[src/rtl/segment_hex_mux.sv]
// Multiplexed common-anode 7-segment hex driver with PWM brightness and frame-synchronous value update.
// Optional leading-zero blanking is compiled in when SEG_LZB_EN is defined.
module segment_hex_mux #(
    parameter int NUM_DIGITS = 8,
    parameter int CNT_W      = 16,
    parameter int BRIGHT_W   = 3
) (
    input  logic                    clk,
    input  logic                    resetn,
    input  logic [4*NUM_DIGITS-1:0] hex_value,
    input  logic [NUM_DIGITS-1:0]   dp_in,
    input  logic                    load,
    input  logic [NUM_DIGITS-1:0]   digit_en,
    input  logic [BRIGHT_W-1:0]     brightness,
    output logic [7:0]              cathode_array,
    output logic [NUM_DIGITS-1:0]   anode_array,
    output logic                    frame_done
);

    localparam int IDX_W = (NUM_DIGITS > 1) ? $clog2(NUM_DIGITS) : 1;

    logic [CNT_W-1:0]        cnt_q, cnt_d;
    logic [IDX_W-1:0]        idx_q, idx_d;
    logic [4*NUM_DIGITS-1:0] stage_val_q, stage_val_d;
    logic [NUM_DIGITS-1:0]   stage_dp_q, stage_dp_d;
    logic                    pending_q, pending_d;
    logic [4*NUM_DIGITS-1:0] shadow_val_q, shadow_val_d;
    logic [NUM_DIGITS-1:0]   shadow_dp_q, shadow_dp_d;
    logic [7:0]              cathode_q, cathode_d;
    logic [NUM_DIGITS-1:0]   anode_q, anode_d;
    logic                    frame_done_q, frame_done_d;

    logic                    at_tc, at_last, at_boundary;
    logic [NUM_DIGITS-1:0]   digit_keep;
    logic [3:0]              cur_nibble;
    logic                    digit_lit;

    function automatic logic [7:0] hex_to_seg(input logic [3:0] n);
        case (n)
            4'h0: hex_to_seg = 8'hC0;
            4'h1: hex_to_seg = 8'hF9;
            4'h2: hex_to_seg = 8'hA4;
            4'h3: hex_to_seg = 8'hB0;
            4'h4: hex_to_seg = 8'h99;
            4'h5: hex_to_seg = 8'h92;
            4'h6: hex_to_seg = 8'h82;
            4'h7: hex_to_seg = 8'hF8;
            4'h8: hex_to_seg = 8'h80;
            4'h9: hex_to_seg = 8'h90;
            4'hA: hex_to_seg = 8'h88;
            4'hB: hex_to_seg = 8'h83;
            4'hC: hex_to_seg = 8'hC6;
            4'hD: hex_to_seg = 8'hA1;
            4'hE: hex_to_seg = 8'h86;
            default: hex_to_seg = 8'h8E;
        endcase
    endfunction

`ifdef SEG_LZB_EN
    // A digit stays visible if it or any higher nibble is non-zero, its dp is set, or it is digit 0.
    logic [NUM_DIGITS-1:0] nibble_nz;
    for (genvar gi = 0; gi < NUM_DIGITS; gi++) begin : g_lzb
        assign nibble_nz[gi]  = |shadow_val_q[4*gi +: 4];
        assign digit_keep[gi] = (gi == 0) || shadow_dp_q[gi] || (|(nibble_nz >> gi));
    end
`else
    assign digit_keep = '1;
`endif

    assign at_tc       = (cnt_q == {CNT_W{1'b1}});
    assign at_last     = (idx_q == IDX_W'(NUM_DIGITS - 1));
    assign at_boundary = at_tc && at_last;

    always_comb begin
        cnt_d        = cnt_q + CNT_W'(1);
        idx_d        = idx_q;
        stage_val_d  = stage_val_q;
        stage_dp_d   = stage_dp_q;
        pending_d    = pending_q;
        shadow_val_d = shadow_val_q;
        shadow_dp_d  = shadow_dp_q;
        frame_done_d = at_boundary;
        if (at_tc) begin
            idx_d = at_last ? '0 : idx_q + IDX_W'(1);
        end
        // A load landing on the boundary bypasses staging so it is shown from the very next frame.
        if (load) begin
            if (at_boundary) begin
                shadow_val_d = hex_value;
                shadow_dp_d  = dp_in;
                pending_d    = 1'b0;
            end else begin
                stage_val_d = hex_value;
                stage_dp_d  = dp_in;
                pending_d   = 1'b1;
            end
        end else if (at_boundary && pending_q) begin
            shadow_val_d = stage_val_q;
            shadow_dp_d  = stage_dp_q;
            pending_d    = 1'b0;
        end
    end

    always_comb begin
        cur_nibble = shadow_val_q[{idx_q, 2'b00} +: 4];
        digit_lit  = digit_en[idx_q] && digit_keep[idx_q]
                     && (cnt_q[CNT_W-1 -: BRIGHT_W] <= brightness);
        cathode_d  = 8'hFF;
        anode_d    = '1;
        if (digit_lit) begin
            cathode_d = hex_to_seg(cur_nibble);
            if (shadow_dp_q[idx_q]) begin
                cathode_d[7] = 1'b0;
            end
            anode_d = ~(NUM_DIGITS'(1) << idx_q);
        end
    end

    always_ff @(posedge clk) begin
        if (!resetn) begin
            cnt_q        <= '0;
            idx_q        <= '0;
            stage_val_q  <= '0;
            stage_dp_q   <= '0;
            pending_q    <= 1'b0;
            shadow_val_q <= '0;
            shadow_dp_q  <= '0;
            cathode_q    <= 8'hFF;
            anode_q      <= '1;
            frame_done_q <= 1'b0;
        end else begin
            cnt_q        <= cnt_d;
            idx_q        <= idx_d;
            stage_val_q  <= stage_val_d;
            stage_dp_q   <= stage_dp_d;
            pending_q    <= pending_d;
            shadow_val_q <= shadow_val_d;
            shadow_dp_q  <= shadow_dp_d;
            cathode_q    <= cathode_d;
            anode_q      <= anode_d;
            frame_done_q <= frame_done_d;
        end
    end

    assign cathode_array = cathode_q;
    assign anode_array   = anode_q;
    assign frame_done    = frame_done_q;

endmodule

[config.mk]
export PLATFORM = sky130hd
export DESIGN_NAME = segment_hex_mux
export DESIGN_NICKNAME = d
export VERILOG_FILES = /design/src/rtl/segment_hex_mux.sv
export SDC_FILE = /design/constraint.sdc
export NUM_CORES = 1
export LEC_CHECK = 0
export ABC_AREA = 0
export BUFFER_PORTS_ARGS = -buffer_cell sky130_fd_sc_hd__buf_2
export CORE_MARGIN = 2
export CORE_UTILIZATION = 30
export CTS_CLUSTER_DIAMETER = 200
export DETAILED_ROUTE_END_ITERATION = 6
export GPL_TIMING_DRIVEN = 0
export HOLD_SLACK_MARGIN = 0.12
export MAX_ROUTING_LAYER = met4
export PLACE_DENSITY = 0.45
export SLEW_MARGIN = 20
export SYNTH_ARGS = -nofsm -noshare
export SYNTH_HDL_FRONTEND = slang
export SYNTH_SLANG_ARGS = --single-unit
[constraint.sdc]
create_clock -name clk -period 6.4 [get_ports clk]
set_input_delay 0.32 -clock clk [delete_from_list [all_inputs] [get_ports clk]]
set_output_delay 0.32 -clock clk [all_outputs]
set_load 0.005 [all_outputs]
==> reports/qor.yml, run 1 <==
finalWirelength_mm: 13.8
cp_data_required_time_ns: 6.74
gp_congestion: 0.832
grt_use_met2: 0.236
worst_setup_path_start_kind: "register"
path_class: "reg2reg"
path_buf_inv: 1
start_util: 0.309
leakagePower_nw: 3.17
grt_max_degree: 17
coreArea_um2: 17400
drive_above_1_share: 0.201
max_cap_violations: 0
ys.warnings.count: 0
max_slew.worst_pin.slew_ns: 0.898
ant_nets: 0
io_pins: 71
clockPowerShare: 0.529
viasPerCell: 4.90
cts_setup_buffers: 0
synth_cell_types: 44
power.switching_mw: 0.403
holdWs_ns: 0.137
first_iter_violations: 287
first_pass_iters: 7
core.rowCount: 48
grt_pass1_vias: 4224
grt_util_met1: 0.210
h-tree-depth: 4
root_buffer: "clkbuf_16"
fin_skew_ns: 0.00872
hpwl_mm: 10.0
crit_top_cell: "ha_1"
use_met3: 0.0362
setup_viol: 0
path_clk_slew_ns: 0.06
maxSlewViolCount: 0
synthTopCellsByArea: "dfxtp_1 (44%), mux2i_1 (8.9%), o211a_1 (7.6%), nand2_1 (6.9%), nand3_1 (4.9%)"
final_hold_viol_count: 0
p_per_area_nw_per_um2: 276
slowest_stage: "a21boi_1"
crit_family: "compound AO/OA/AOI/OAI gates"
wl_per_cell_um: 15.4
synth_ff_type: "dfxtp_1"
worstHoldStart: "hex_value[29]"
synth-seq-cells: 117
path_cells: "ha_1 -> ha_1 -> and3_1 -> a21boi_1 -> clkbuf_1 -> nand3_1 -> o21ai_0"
syn_avg_cell_area_um2: 9.47
syn-cell-area_um2: 5380
async_flop_share: 0
vias: 4392
seqPwrFrac: 0.414
r2r-start: "idx_q[1]"
status: "complete, no violations"
vdd_drop_max_uv: 192
synth_nets: 637
synth_common_cells: "dfxtp_1 (117), nand2_1 (99), nand3_1 (53), mux2i_1 (48), o21ai_0 (43)"
yosys.area.top_type: "dfxtp_1"
antenna_cells: 0
p_comb_frac: 0.058
tns_ns: 0
clk_path_buf_depth: 2
cp_max_fo: 10
io_buffers: 68
syn-instance-count: 568
synth_edf_count: 0
crit_arrival_ns: 3.00
die_area_um2: 19000
grt.total_usage: 0.158
yosys.area.top_type_share: 0.435
clock_latency_ns: 0.42
drc_errors: 0
antenna_found_initial: 0
period_minus_slack_ns: 2.66
rsz0062_at_grt: "no"
fmax_mhz: 376
final_nets: 728
die_h_um: 138
yosysMostFrequentCell: "dfxtp_1"
busiest_layer: "met2"
overflow: 0
ys_seq_area_frac: 0.435
finalCritPeriodShare: 0.416
syn_to_final_growth_pct: 23.5
cts_num_sinks: 117
cp-end-kind: "register"
slew_headroom: 0.400
max_stage_delay_ns: 0.72
die_width_um: 138
grt_pass1_wl_mm: 22.0
intPower_mw: 1.43
min_path_type: "in2reg"
numCtsBuffers: 17
swShare: 0.220
crit_start: "idx_q[1]"
cts_tree: "done"
[repair_timing]
action / in CTS / in global routing
gates resized for setup: 0 / 0
hold buffers: 4 / 0
hold endpoints to repair: 4 / 0
setup endpoints to repair: 0 / 0
[worst min-delay path: cells and delay by family]
family	cells	cell delay, ns
buffers and inverters	1	0.09
AO/OA/AOI/OAI	1	0.06
AND/OR/NAND/NOR	1	0.05
[layer usage]
| layer | wire length, um | part of all wire |
|---|---|---|
| met1 | 6810 | 0.49 |
| met2 | 6130 | 0.45 |
| met3 | 638 | 0.046 |
| met4 | 190 | 0.014 |
| met5 | 0 | 0 |
[sequential cells by signal (all words and copies together) (netlist names)]
signal / cells
anode_array: 8
cathode_array: 8
cnt_q: 16
frame_done: 1
idx_q: 3
pending_q: 1
shadow_dp_q: 8
shadow_val_q: 32
stage_dp_q: 8
stage_val_q: 32
[stage by stage]
step | setup slack, ns | cell area (um2) | power (mW) | instances | utilization
2_1_floorplan | 4.21 | 5380 | 0.832 | 568 | -
3_3_place_gp | 3.77 | 6000 | 0.875 | 861 | 0.345
3_5_place_dp | 3.76 | 6000 | 0.879 | 861 | 0.345
4_1_cts | 3.76 | 6650 | 1.86 | 897 | 0.382
5_1_grt | 3.56 | 6650 | 1.90 | 897 | 0.382
6_report | 3.74 | 6650 | 1.83 | 897 | 0.382
[cells by family (layout without fill, tap and decap cells)]
kind of cell | count (synthesis) | in the layout | share of synthesized area
flops | 117 | 117 | 0.435
fa+ha+maj | 15 | 15 | 0.0349
buf+inv | 58 | 162 | 0.0488
compound gates | 100 | 100 | 0.140
mux | 61 | 61 | 0.137
simple gates | 203 | 203 | 0.180
xor+xnor | 14 | 14 | 0.0228
[worst paths after layout]
kind | end | slack (ns) | depth (start not counted)
setup reg to reg | stage_val_q[2] | 3.74 | 7
setup / recovery | stage_val_q[2] | 3.74 | 7
hold reg to reg | stage_val_q[13] | 0.45 | 2
hold / removal | stage_val_q[29] | 0.14 | 3
[cells in the final DEF (no fill, tap or decap), drive strengths merged, types with 2 or more instances in the layout]
cell and n:
dfxtp 117, nand2 99, buf 88, nand3 54, mux2i 48, clkbuf 48
o21ai 44, o211a 41, and2 16, ha 15, inv 12, mux4 10
nor2 10, xnor2 10, clkinv 6, and3 5, o221ai 5, nor2b 4
nor3 4, xor2 4, dlygate4sd3 4, mux2 3, a21oi 3, bufinv 3
nand4 2, nand2b 2, a211oi 2, or2 2
[power groups by stage]
stage	clock, mW	combinational (mW)	sequential [mW]
2_1_floorplan	0	0.0602	0.772
3_3_place_gp	0	0.103	0.773
3_5_place_dp	0	0.106	0.773
4_1_cts	0.995	0.108	0.758
5_1_grt	1.02	0.120	0.760
6_report	0.969	0.106	0.758
[layout make-up]
class                   count  area, um2
flip-flops and latches    117       2340
plain buffers              46        218
fillers                  1799      10800
repair buffers             72        380
inverters                  12       45.0
clock buffers              22        474
well taps                 225        282
multi-input cells         393       2780
clock inverters            10        128
Note: power is estimated with default switching activity, not from simulation.
==> inputs of run 2 (changes only) <==
- clock period: 6.4 -> 2.5 ns (I/O delays scaled with it)
==> run 2 against run 1 <==
Effect of this change:
- wire length is 1.4% higher
- sequential power rose to 2.6 times the previous value
- non-clock buffer count grew 35
- critical endpoint is now cathode_array[3]
- clock power increased to 2.6 times the previous value
- register-to-register slack worse by 3.6 ns
==> reports/qor.yml, run 2 (synthesis gave the netlist of run 1 again) <==
status: "complete, no violations"
clk_path_buf_depth: 2  # unchanged
io_buffers: 68  # unchanged
rsz0062_at_grt: "no"
antenna_cells: 0  # unchanged
max_stage_delay_ns: 0.55  # -0.17 ns
h-tree-depth: 4  # unchanged
period_minus_slack_ns: 2.37  # -0.292 ns
vias: 4517  # +2.8%
max_cap_violations: 0  # unchanged
wl_per_cell_um: 15.0  # -2.5%
final_hold_viol_count: 0  # unchanged
die_h_um: 138  # unchanged
die_width_um: 138  # unchanged
cp_max_fo: 17  # +7
start_util: 0.309  # unchanged
drive_above_1_share: 0.194  # -0.00712
die_area_um2: 19000  # unchanged
fin_skew_ns: 0.0100  # +0.00133 ns
grt_pass1_vias: 4369  # +3.4%
worstHoldStart: "resetn"
cp-end-kind: "register"
fin_ws_ns: 0.130  # -3.61 ns
cts_tree: "done"
crit_start: "idx_q[0]"
viasPerCell: 4.85  # -1.0%
hpwl_mm: 10.0  # unchanged
first_iter_violations: 315  # +9.8%
path_class: "reg2reg"
first_pass_iters: 6  # -1
grt_pass1_wl_mm: 22.4  # +1.7%
seqPwrFrac: 0.410  # -0.004
grt_max_degree: 18  # +1
r2r-start: "idx_q[0]"
final_cell_mix: "dfxtp_1 (116), nand2_1 (99), buf_2 (75)"
root_buffer: "clkbuf_16"
worst_setup_path_start_kind: "register"
path_clk_slew_ns: 0.05  # about the same
slowest_stage: "mux4_2"
cp_data_required_time_ns: 2.85  # -3.89 ns
clock_latency_ns: 0.42  # about the same
antenna_found_initial: 0  # unchanged
cts_num_sinks: 117  # unchanged
finalWirelength_mm: 14.0  # +1.4%
min_path_type: "in2reg"
preCtsSetupSlack_ns: -0.136  # -3.90 ns
final_nets: 763  # +4.8%
drc_errors: 0  # unchanged
overflow: 0  # unchanged
ant_nets: 0  # unchanged
clockPowerShare: 0.524  # -0.005
finish.utilization: 0.402  # +0.0208
power.switching_mw: 1.04  # +160%
path_cells: "buf_8 -> mux4_2 -> mux2_2 -> inv_1 -> ha_1 -> nor3_1 -> a211oi_1 -> o21ai_1"
finalCritPeriodShare: 0.948  # +0.532
leakagePower_nw: 3.32  # +4.7%
gp_congestion: 0.832  # unchanged
p_per_area_nw_per_um2: 676  # +150%
p_comb_frac: 0.066  # +0.008
syn_to_final_growth_pct: 30.2
final_common_cell: "dfxtp_1"
crit_arrival_ns: 2.72  # -0.28 ns
vdd_drop_max_uv: 495  # +160%
swShare: 0.219  # -0.000374
setup_viol: 0  # unchanged
slew_headroom: 0.429  # +0.0288
core.rowCount: 48  # unchanged
maxSlewViolCount: 0  # unchanged
intPower_mw: 3.70  # +160%
path_buf_inv: 2  # +1
numCtsBuffers: 17  # unchanged
io_pins: 71  # unchanged
fmax_mhz: 422  # +12%
max_slew.worst_pin.slew_ns: 0.857  # -0.0414 ns
top_regs: "shadow_val_q (32), stage_val_q (32), cnt_q (16)"
crit_family: "multiplexers"
coreArea_um2: 17400  # unchanged
grt.total_usage: 0.160  # +0.00199
[run 2: cell types whose count changed in the layout (fill, tap and decap cells not counted), sizes merged]
cell,delta
clkbuf,+1
dlygate4sd3,+36
buf,-2
[run 2: cell type report]
type | instances | area [um2]
sequential | 117 | 2340
buffer | 45 | 214
timing repair buffer | 108 | 741
clock inverter | 10 | 128
fill | 1776 | 10400
clock buffer | 22 | 474
multi-input combinational | 393 | 2780
tap | 225 | 282
inverter | 12 | 45.0
[run 2: per-layer routing]
| layer | vias to the layer above | GRT usage | wire (um) |
|---|---|---|---|
| met4 | 0 | 0.0544 | 197 |
| met2 | 95 | 0.244 | 6270 |
| met5 | - | - | 0 |
| li1 | 2254 | - | - |
| met1 | 2150 | 0.209 | 6900 |
| met3 | 18 | 0.0362 | 594 |
[run 2: per-stage QoR]
step	power (mW)	hold slack, ns	area [um2]	TNS [ns]	std cells
after global routing	4.92	0.352	7010	0	932
after floorplan	2.13	0.255	5380	0	568
after CTS	4.81	0.339	7000	0	932
after global placement	2.24	0.355	6000	-3.00	861
after detailed placement	2.25	0.363	6000	-3.56	861
final	4.74	0.327	7010	0	932
[run 2: timing repair]
item	CTS	global route
hold endpoints to repair	77	0
cloned	0	0
hold buffers	40	0
setup endpoints to repair	42	21
resized for setup	1	5
buffers inserted	0	0
[run 2: path summary, 6_finish.rpt]
check	slack (ns)	cells past startpoint	to
max	0.13	8	cathode_array[3]
min	0.33	3	cathode_array[1]
max reg2reg	0.13	8	cathode_array[3]
min reg2reg	0.45	2	stage_val_q[13]
[run 2: worst min-delay path, stage by stage]
cell and delay, ns:
clkbuf_1 0.26, nor4b_4 0.26, o221ai_2 0.06
[run 2: power groups by stage]
stage / clock (mW) / combinational (mW) / sequential [mW]
2_1_floorplan: 0 / 0.154 / 1.98
3_3_place_gp: 0 / 0.263 / 1.98
3_5_place_dp: 0 / 0.270 / 1.98
4_1_cts: 2.55 / 0.319 / 1.94
5_1_grt: 2.62 / 0.354 / 1.95
6_report: 2.48 / 0.315 / 1.94
